===== src/rtl/alu_share_arbiter.sv =====
// alu_share_arbiter: round-robin sharing of one 64-bit integer ALU between two
// requesters, one operation in flight at a time (IDLE -> EXEC -> RESP).
// Optional build macro: ALU_ARB_OPCHECK_EN -- illegal opcodes are not forwarded
// to the ALU and return result 0, zero 1, err 1.
module alu_share_arbiter #(
   parameter int unsigned WIDTH = 64,
   parameter int unsigned OPW   = 4
) (
   input  logic             clk,
   input  logic             rst_n,
   input  logic [1:0]       req_valid,
   output logic [1:0]       req_ready,
   input  logic [WIDTH-1:0] req_x0,
   input  logic [WIDTH-1:0] req_x1,
   input  logic [WIDTH-1:0] req_y0,
   input  logic [WIDTH-1:0] req_y1,
   input  logic [OPW-1:0]   req_op0,
   input  logic [OPW-1:0]   req_op1,
   output logic [1:0]       rsp_valid,
   input  logic [1:0]       rsp_ready,
   output logic [WIDTH-1:0] rsp_result,
   output logic             rsp_zero,
   output logic             rsp_err,
   output logic [WIDTH-1:0] alu_x,
   output logic [WIDTH-1:0] alu_y,
   output logic [OPW-1:0]   alu_ctrl,
   input  logic [WIDTH-1:0] alu_result,
   input  logic             alu_zero,
   output logic             busy
);

   typedef enum logic [1:0] {
      ST_IDLE = 2'd0,
      ST_EXEC = 2'd1,
      ST_RESP = 2'd2
   } state_e;

   state_e           state_q, state_d;
   logic             owner_q, owner_d;
   logic             last_grant_q, last_grant_d;
   logic [WIDTH-1:0] alu_x_q, alu_x_d;
   logic [WIDTH-1:0] alu_y_q, alu_y_d;
   logic [OPW-1:0]   alu_ctrl_q, alu_ctrl_d;
   logic [WIDTH-1:0] rsp_result_q, rsp_result_d;
   logic             rsp_zero_q, rsp_zero_d;

   logic             grant_any;
   logic             grant;
   logic [WIDTH-1:0] sel_x;
   logic [WIDTH-1:0] sel_y;
   logic [OPW-1:0]   sel_op;

`ifdef ALU_ARB_OPCHECK_EN
   logic             illegal_q, illegal_d;
   logic             rsp_err_q, rsp_err_d;
   logic             op_legal;
`endif

   // Round-robin pick: a lone requester wins, on a tie the one not served last
   always_comb begin
      grant_any = |req_valid;
      grant     = (req_valid == 2'b11) ? ~last_grant_q : req_valid[1];
      sel_x     = grant ? req_x1  : req_x0;
      sel_y     = grant ? req_y1  : req_y0;
      sel_op    = grant ? req_op1 : req_op0;
`ifdef ALU_ARB_OPCHECK_EN
      op_legal  = (sel_op == OPW'(0)) || (sel_op == OPW'(1)) ||
                  (sel_op == OPW'(2)) || (sel_op == OPW'(6));
`endif
   end

   // Next-state, operand/response capture and request ready
   always_comb begin
      state_d      = state_q;
      owner_d      = owner_q;
      last_grant_d = last_grant_q;
      alu_x_d      = alu_x_q;
      alu_y_d      = alu_y_q;
      alu_ctrl_d   = alu_ctrl_q;
      rsp_result_d = rsp_result_q;
      rsp_zero_d   = rsp_zero_q;
      req_ready    = 2'b00;
`ifdef ALU_ARB_OPCHECK_EN
      illegal_d    = illegal_q;
      rsp_err_d    = rsp_err_q;
`endif
      case (state_q)
         ST_IDLE: begin
            if (grant_any) begin
               req_ready    = grant ? 2'b10 : 2'b01;
               owner_d      = grant;
               last_grant_d = grant;
               state_d      = ST_EXEC;
`ifdef ALU_ARB_OPCHECK_EN
               illegal_d    = ~op_legal;
               if (op_legal) begin
                  alu_x_d    = sel_x;
                  alu_y_d    = sel_y;
                  alu_ctrl_d = sel_op;
               end
`else
               alu_x_d      = sel_x;
               alu_y_d      = sel_y;
               alu_ctrl_d   = sel_op;
`endif
            end
         end
         ST_EXEC: begin
`ifdef ALU_ARB_OPCHECK_EN
            if (illegal_q) begin
               rsp_result_d = '0;
               rsp_zero_d   = 1'b1;
               rsp_err_d    = 1'b1;
            end else begin
               rsp_result_d = alu_result;
               rsp_zero_d   = alu_zero;
               rsp_err_d    = 1'b0;
            end
`else
            rsp_result_d = alu_result;
            rsp_zero_d   = alu_zero;
`endif
            state_d = ST_RESP;
         end
         ST_RESP: begin
            if (rsp_ready[owner_q]) begin
               state_d = ST_IDLE;
            end
         end
         default: begin
            state_d = ST_IDLE;
         end
      endcase
   end

   // State and datapath registers; reset discards any in-flight operation
   always_ff @(posedge clk or negedge rst_n) begin
      if (!rst_n) begin
         state_q      <= ST_IDLE;
         owner_q      <= 1'b0;
         last_grant_q <= 1'b1;
         alu_x_q      <= '0;
         alu_y_q      <= '0;
         alu_ctrl_q   <= '0;
         rsp_result_q <= '0;
         rsp_zero_q   <= 1'b0;
`ifdef ALU_ARB_OPCHECK_EN
         illegal_q    <= 1'b0;
         rsp_err_q    <= 1'b0;
`endif
      end else begin
         state_q      <= state_d;
         owner_q      <= owner_d;
         last_grant_q <= last_grant_d;
         alu_x_q      <= alu_x_d;
         alu_y_q      <= alu_y_d;
         alu_ctrl_q   <= alu_ctrl_d;
         rsp_result_q <= rsp_result_d;
         rsp_zero_q   <= rsp_zero_d;
`ifdef ALU_ARB_OPCHECK_EN
         illegal_q    <= illegal_d;
         rsp_err_q    <= rsp_err_d;
`endif
      end
   end

   // Outputs decoded straight from registered state
   always_comb begin
      rsp_valid  = (state_q == ST_RESP) ? (owner_q ? 2'b10 : 2'b01) : 2'b00;
      busy       = (state_q != ST_IDLE);
      rsp_result = rsp_result_q;
      rsp_zero   = rsp_zero_q;
      alu_x      = alu_x_q;
      alu_y      = alu_y_q;
      alu_ctrl   = alu_ctrl_q;
`ifdef ALU_ARB_OPCHECK_EN
      rsp_err    = rsp_err_q;
`else
      rsp_err    = 1'b0;
`endif
   end

endmodule


===== config.mk =====
export PLATFORM = sky130hd
export DESIGN_NAME = alu_share_arbiter
export DESIGN_NICKNAME = d
export VERILOG_FILES = /design/src/rtl/alu_share_arbiter.sv
export SDC_FILE = /design/constraint.sdc
export NUM_CORES = 1
export LEC_CHECK = 0
export ABC_AREA = 1
export BUFFER_PORTS_ARGS = -buffer_cell sky130_fd_sc_hd__buf_2
export CAP_MARGIN = 20
export CORE_AREA = 2 2 207 209
export CTS_BUF_LIST = sky130_fd_sc_hd__clkbuf_8
export DETAILED_ROUTE_END_ITERATION = 10
export DIE_AREA = 0 0 209 211
export GPL_TIMING_DRIVEN = 0
export PLACE_DENSITY = 0.45
export SETUP_SLACK_MARGIN = 0.3
export SLEW_MARGIN = 20
export SYNTH_ARGS = -nofsm -noshare
export SYNTH_HDL_FRONTEND = slang
export SYNTH_SLANG_ARGS = --single-unit

===== constraint.sdc =====
create_clock -name clk -period 2.2 [get_ports clk]
set_clock_uncertainty 0.2 [all_clocks]
set_input_delay 0 -clock clk [delete_from_list [all_inputs] [get_ports clk]]
set_output_delay 0 -clock clk [all_outputs]
set_load 0.005 [all_outputs]

Yosys cells after proc, flatten, opt, wreduce, memory -nomap -nowiden
Cells that the tools add are included.
{"block": "op_classes", "n_lt_le_gt_ge": 1, "eq_ne": 5, "muxes": 14, "bitwise": 1, "n_reduce_logical": 5}
{"operator": "$mux 64", "count": 2}
{"operator": "$mux 2", "count": 7}
{"operator": "$pmux 2 s3", "count": 1}
{"operator": "$eq 2x2->1 const B", "count": 2}
{"operator": "$mux 4", "count": 1}
{"operator": "$ne 2x2->1 const B", "count": 2}
{"operator": "$reduce_and 2->1", "count": 2}
{"operator": "$mux 1", "count": 3}
{"operator": "$eq 2x1->1 const B", "count": 1}
{"operator": "$logic_not 2->1", "count": 1}
{"operator": "$lt 1x2->1 const B", "count": 1}
{"operator": "$reduce_bool 2->1", "count": 1}
{"operator": "$reduce_or 2->1", "count": 1}
{"operator": "$not 1->1", "count": 1}
{"block": "totals", "ff_bits": 201, "inputBits": 335, "output_inout_bits": 203, "elab_cells": 34}

Depth between registers and ports, before layout
{"block": "depth", "ltp_word": 5, "ltp_mapped": 8, "mapped_depth_nobuf": 6}

Least setup slack after synthesis
No wires, ideal clock.
{"block": "synth_path", "path_type": "reg2reg", "start": "register state_q[0]", "end": "register alu_x_q[33], in the netlist alu_x[33]", "setup_time_ns": 0.117, "arrival_time_ns": 1.201, "t_required_ns": 1.883, "setup_slack_ns": 0.682, "path_stages_with_launch": 9, "path_buffers": 2, "synth_period_minus_slack_ns": 1.518, "cell_sequence": "dfrtp_1 inv_2 nand2_1 nor2_4 inv_2 buf_4 buf_4 nand2_1 nand2_1"}
{"block": "synth_via", "elab_chain_len": 2}
{"element": "start, declared", "line_no": "38", "text": "state_e state_q, state_d;"}
{"element": "start signal, assigned", "line_no": "152", "text": "state_q <= state_d;"}
{"element": "$logic_not 2->1", "line_no": "87", "text": "case (state_q)"}
{"element": "$reduce_and 2->1 (no source line)"}
{"element": "end signal, assigned", "line_no": "155", "text": "alu_x_q <= alu_x_d;"}
{"element": "end, declared", "line_no": "41", "text": "logic [WIDTH-1:0] alu_x_q, alu_x_d;"}
No other way between the ends.
A chain may end at the register's enable or synchronous reset.

Worst setup path after layout
{"block": "layout_path", "start": "register state_q[0]", "end": "output req_ready[0]"}
{"block": "layout_via", "elab_chain_len": 2}
{"element": "$logic_not 2->1", "line_no": "87"}
{"element": "$mux 2", "line_no": "87"}
{"element": "end, declared", "line_no": "12", "text": "output logic [1:0] req_ready,"}
No other way between the ends.

==> run_results.csv <==
group,metric,value,unit
status,status,"completed",
cells_and_area,drive_gt1_frac,0.302,
clock_network,cts_buffers,41,
setup_path,crit_fanout,2,
setup_path,r2r_cells,8,
routing,drt_first_pass_iters,5,
yosys,avgSynthCellArea,7.34,µm²
yosys,yosys.cell_types.count,18,
timing,setup_tns,0,ps
setup_path,r2r_slack,370,ps
power_and_ir_drop,powerDensity,1080,nW/µm²
flow_run,maxCapViolCount,0,
routing,ant_nets,0,
global_routing,grt_overflow,0,
die,start_util,0.230,
yosys,ys_seq_area_frac,0.524,
cells_and_area,final_common_cell,"nand2_1",
yosys,ys_warn_count,0,
yosys,syn_nets,1642,
setup_path,crit-reg2reg-launch,"last_grant_q",
yosys,synth.area.mux_share,0,
die,die_h,211,µm
timing,hold_violations,0,
clock_network,cts_buffer_depth,3,
timing,rsz0062_at_grt,"yes",
cells_and_area,utilization,0.437,
cells_and_area,final_cell_count_no_fill,2875,
yosys,yosysTopAreaCell,"dfrtp_1",
yosys,synth_top_family_by_area,"simple AND/OR/NAND/NOR gates",
setup_path,crit_type,"flip-flop to output pin",
routing,drt-total-wl,48000,µm
routing,drc_errors,0,
die,die-area,44100,µm²
yosys,ys_top_cells_by_area,"dfrtp_1 (52%), nand2_1 (30%), nand3_1 (10%)",
yosys,synth_compound_area_frac,0.000522,
die,die_x,209,µm
setup_path,critPathArrivalTime,1740,ps
clock_network,worstSkewPairLatency,560,ps
clock_network,path_clk_slew,60,ps
timing,final.period_utilization,0.881,
clock_network,cts_tree,"done",
routing,vias_per_cell,4.37,
placement,dp_cells,2383,
setup_path,cp.required,2000,ps
timing,tightest_slew,527,ps
setup_path,crit_start,"state_q[0]",
yosys,synth_fa_ha_area_frac,0,
cells_and_area,fin_nets,2639,
yosys,yosys_register_bits,201,
setup_path,cpPeakStageDelay,430,ps
routing,vias,12600,
routing,wl_per_cell,16.7,µm
clock_network,ctsRootBufferMaster,"clkbuf_8",
global_routing,grt_max_degree,83,
setup_path,worst_path_max_delay_cell,"dfrtp_2",
die,io_pins,538,
timing,hold_slack,47.0,ps
global_routing,grt_pass1_wl,73300,µm
yosys,syn_area,9590,µm²
setup_path,endpoint_kind,"output pin",
die,core.rowCount,75,
power_and_ir_drop,vdd_ir_drop_max,0.494,mV
timing,drv_slew,0,
timing,min_period,1940,ps
yosys,synth_xor_area_frac,0,
die,core,41800,µm²
hold_path,hold_path.class,"input pin to flip-flop",
cells_and_area,area_growth,90.0,%
power_and_ir_drop,finalPower,19.7,mW
setup_path,path_delay_family,"flip-flops",
global_routing,grtUsageTotal,0.215,
global_routing,grt_pass1_vias,13300,
yosys,yosys.area_share.simple,0.420,
yosys,synthCells,1307,
power_and_ir_drop,total_leakage_power,10.2,nW
setup_path,crit_buf_inv,4,
timing,fmax,516,MHz
setup_path,crit_cells,7,
placement,place_hpwl,33200,µm
cells_and_area,final_cell_mix,"nand2_1 (766), buf_2 (562), dlygate4sd3_1 (399)",
clock_network,clock_sinks,201,
timing,slew_headroom,0.649,
placement,port_buffers,535,
setup_path,endpoint,"req_ready[0]",
timing,finalSetupViolCount,0,
clock_network,cts_max_level,2,
setup_path,reg2reg_to,"alu_y[50]",
setup_path,crit_chain,"inv_2 -> nand2_4 -> nor2_4 -> inv_4 -> buf_8 -> nor2_2 -> buf_2",
global_routing,antenna_found_initial,3,
routing,drtIter0Drc,713,
placement,gp_congestion,0.899,
yosys,synth_top_area_share,0.522,
setup_path,startpoint_type,"flip-flop",
## cells by family after synthesis
| logic type | after synthesis |
|---|---|
| AOI/OAI and AO/OA | 1 |
| DFF | 201 |
| other | 1 |
| and+or+nand+nor | 989 |
| buffers and inverters | 115 |
## per-stage QoR
step	setup WS [ps]	cell area (µm²)
2_1_floorplan	682	9590
3_3_place_gp	-2900	12900
3_5_place_dp	-136	13000
4_1_cts	164	18100
5_1_grt	157	18200
6_report	262	18200
## metal layers
layer  vias up  global-route usage  part of all wire
met5         -                   0                 0
met2       583               0.366              0.48
met3       142              0.0696             0.086
li1       6070                   -                 -
met1      5774               0.242              0.39
met4         0               0.108             0.047
## area by class of cell
type	count	area (µm²)
Tap cell	539	674
Buffer	93	557
Multi-Input combinational cell	991	4100
Inverter	22	86.3
Clock inverter	19	139
Timing Repair Buffer	954	6900
Fill cell	4196	23500
Sequential cell	201	5030
Clock buffer	53	729
Antenna cell	3	7.51
## where the power goes
part | internal, mW | total [mW] | switching (mW)
clock | 2.39 | 4.13 | 1.74
sequential | 5.52 | 6.47 | 0.957
combinational | 3.81 | 9.14 | 5.33
## worst min path at each step
stage                         startpoint             end  slack, ps  cells past startpoint
after detailed placement           rst_n     alu_ctrl[2]       -290                      1
after floorplan                    rst_n     alu_ctrl[0]       -500                      0
after global routing      alu_result[30]  rsp_result[30]         10                      4
after CTS                     req_y0[22]       alu_y[22]        0.5                      6
after global placement     alu_result[9]   rsp_result[9]         30                      3
final                     alu_result[30]  rsp_result[30]         50                      4
## flip-flops by register name (all words and copies together), names as in the netlist
register and count:
rsp_zero 1, alu_x 64, state_q 2, alu_y 64, rsp_result 64, last_grant_q 1, alu_ctrl 4, owner_q 1
## synth_stat cells
master,count
dfrtp_1,200
o21ai_0,1
nor2_2,1
nand3b_1,15
conb_1,1
inv_2,3
buf_1,9
clkinv_1,1
clkbuf_1,31
nor2_4,1
nor2_1,5
nand3_1,198
inv_1,18
nand2_1,767
buf_4,10
nand2_2,2
dfstp_2,1
buf_2,43
## repair_timing
action,CTS,global route
endpoints found under the hold margin,400,0
hold buffers,400,0
setup endpoints to repair,139,96
pin swaps,5,3
gates resized for setup,48,28
buffers inserted,14,3
## tightest hold or removal path: cells and delay by family
family,cells,cell delay (ps)
AND/OR/NAND/NOR,2,140
buffers and inverters,2,640
Note: power is estimated with default switching activity, not from simulation.
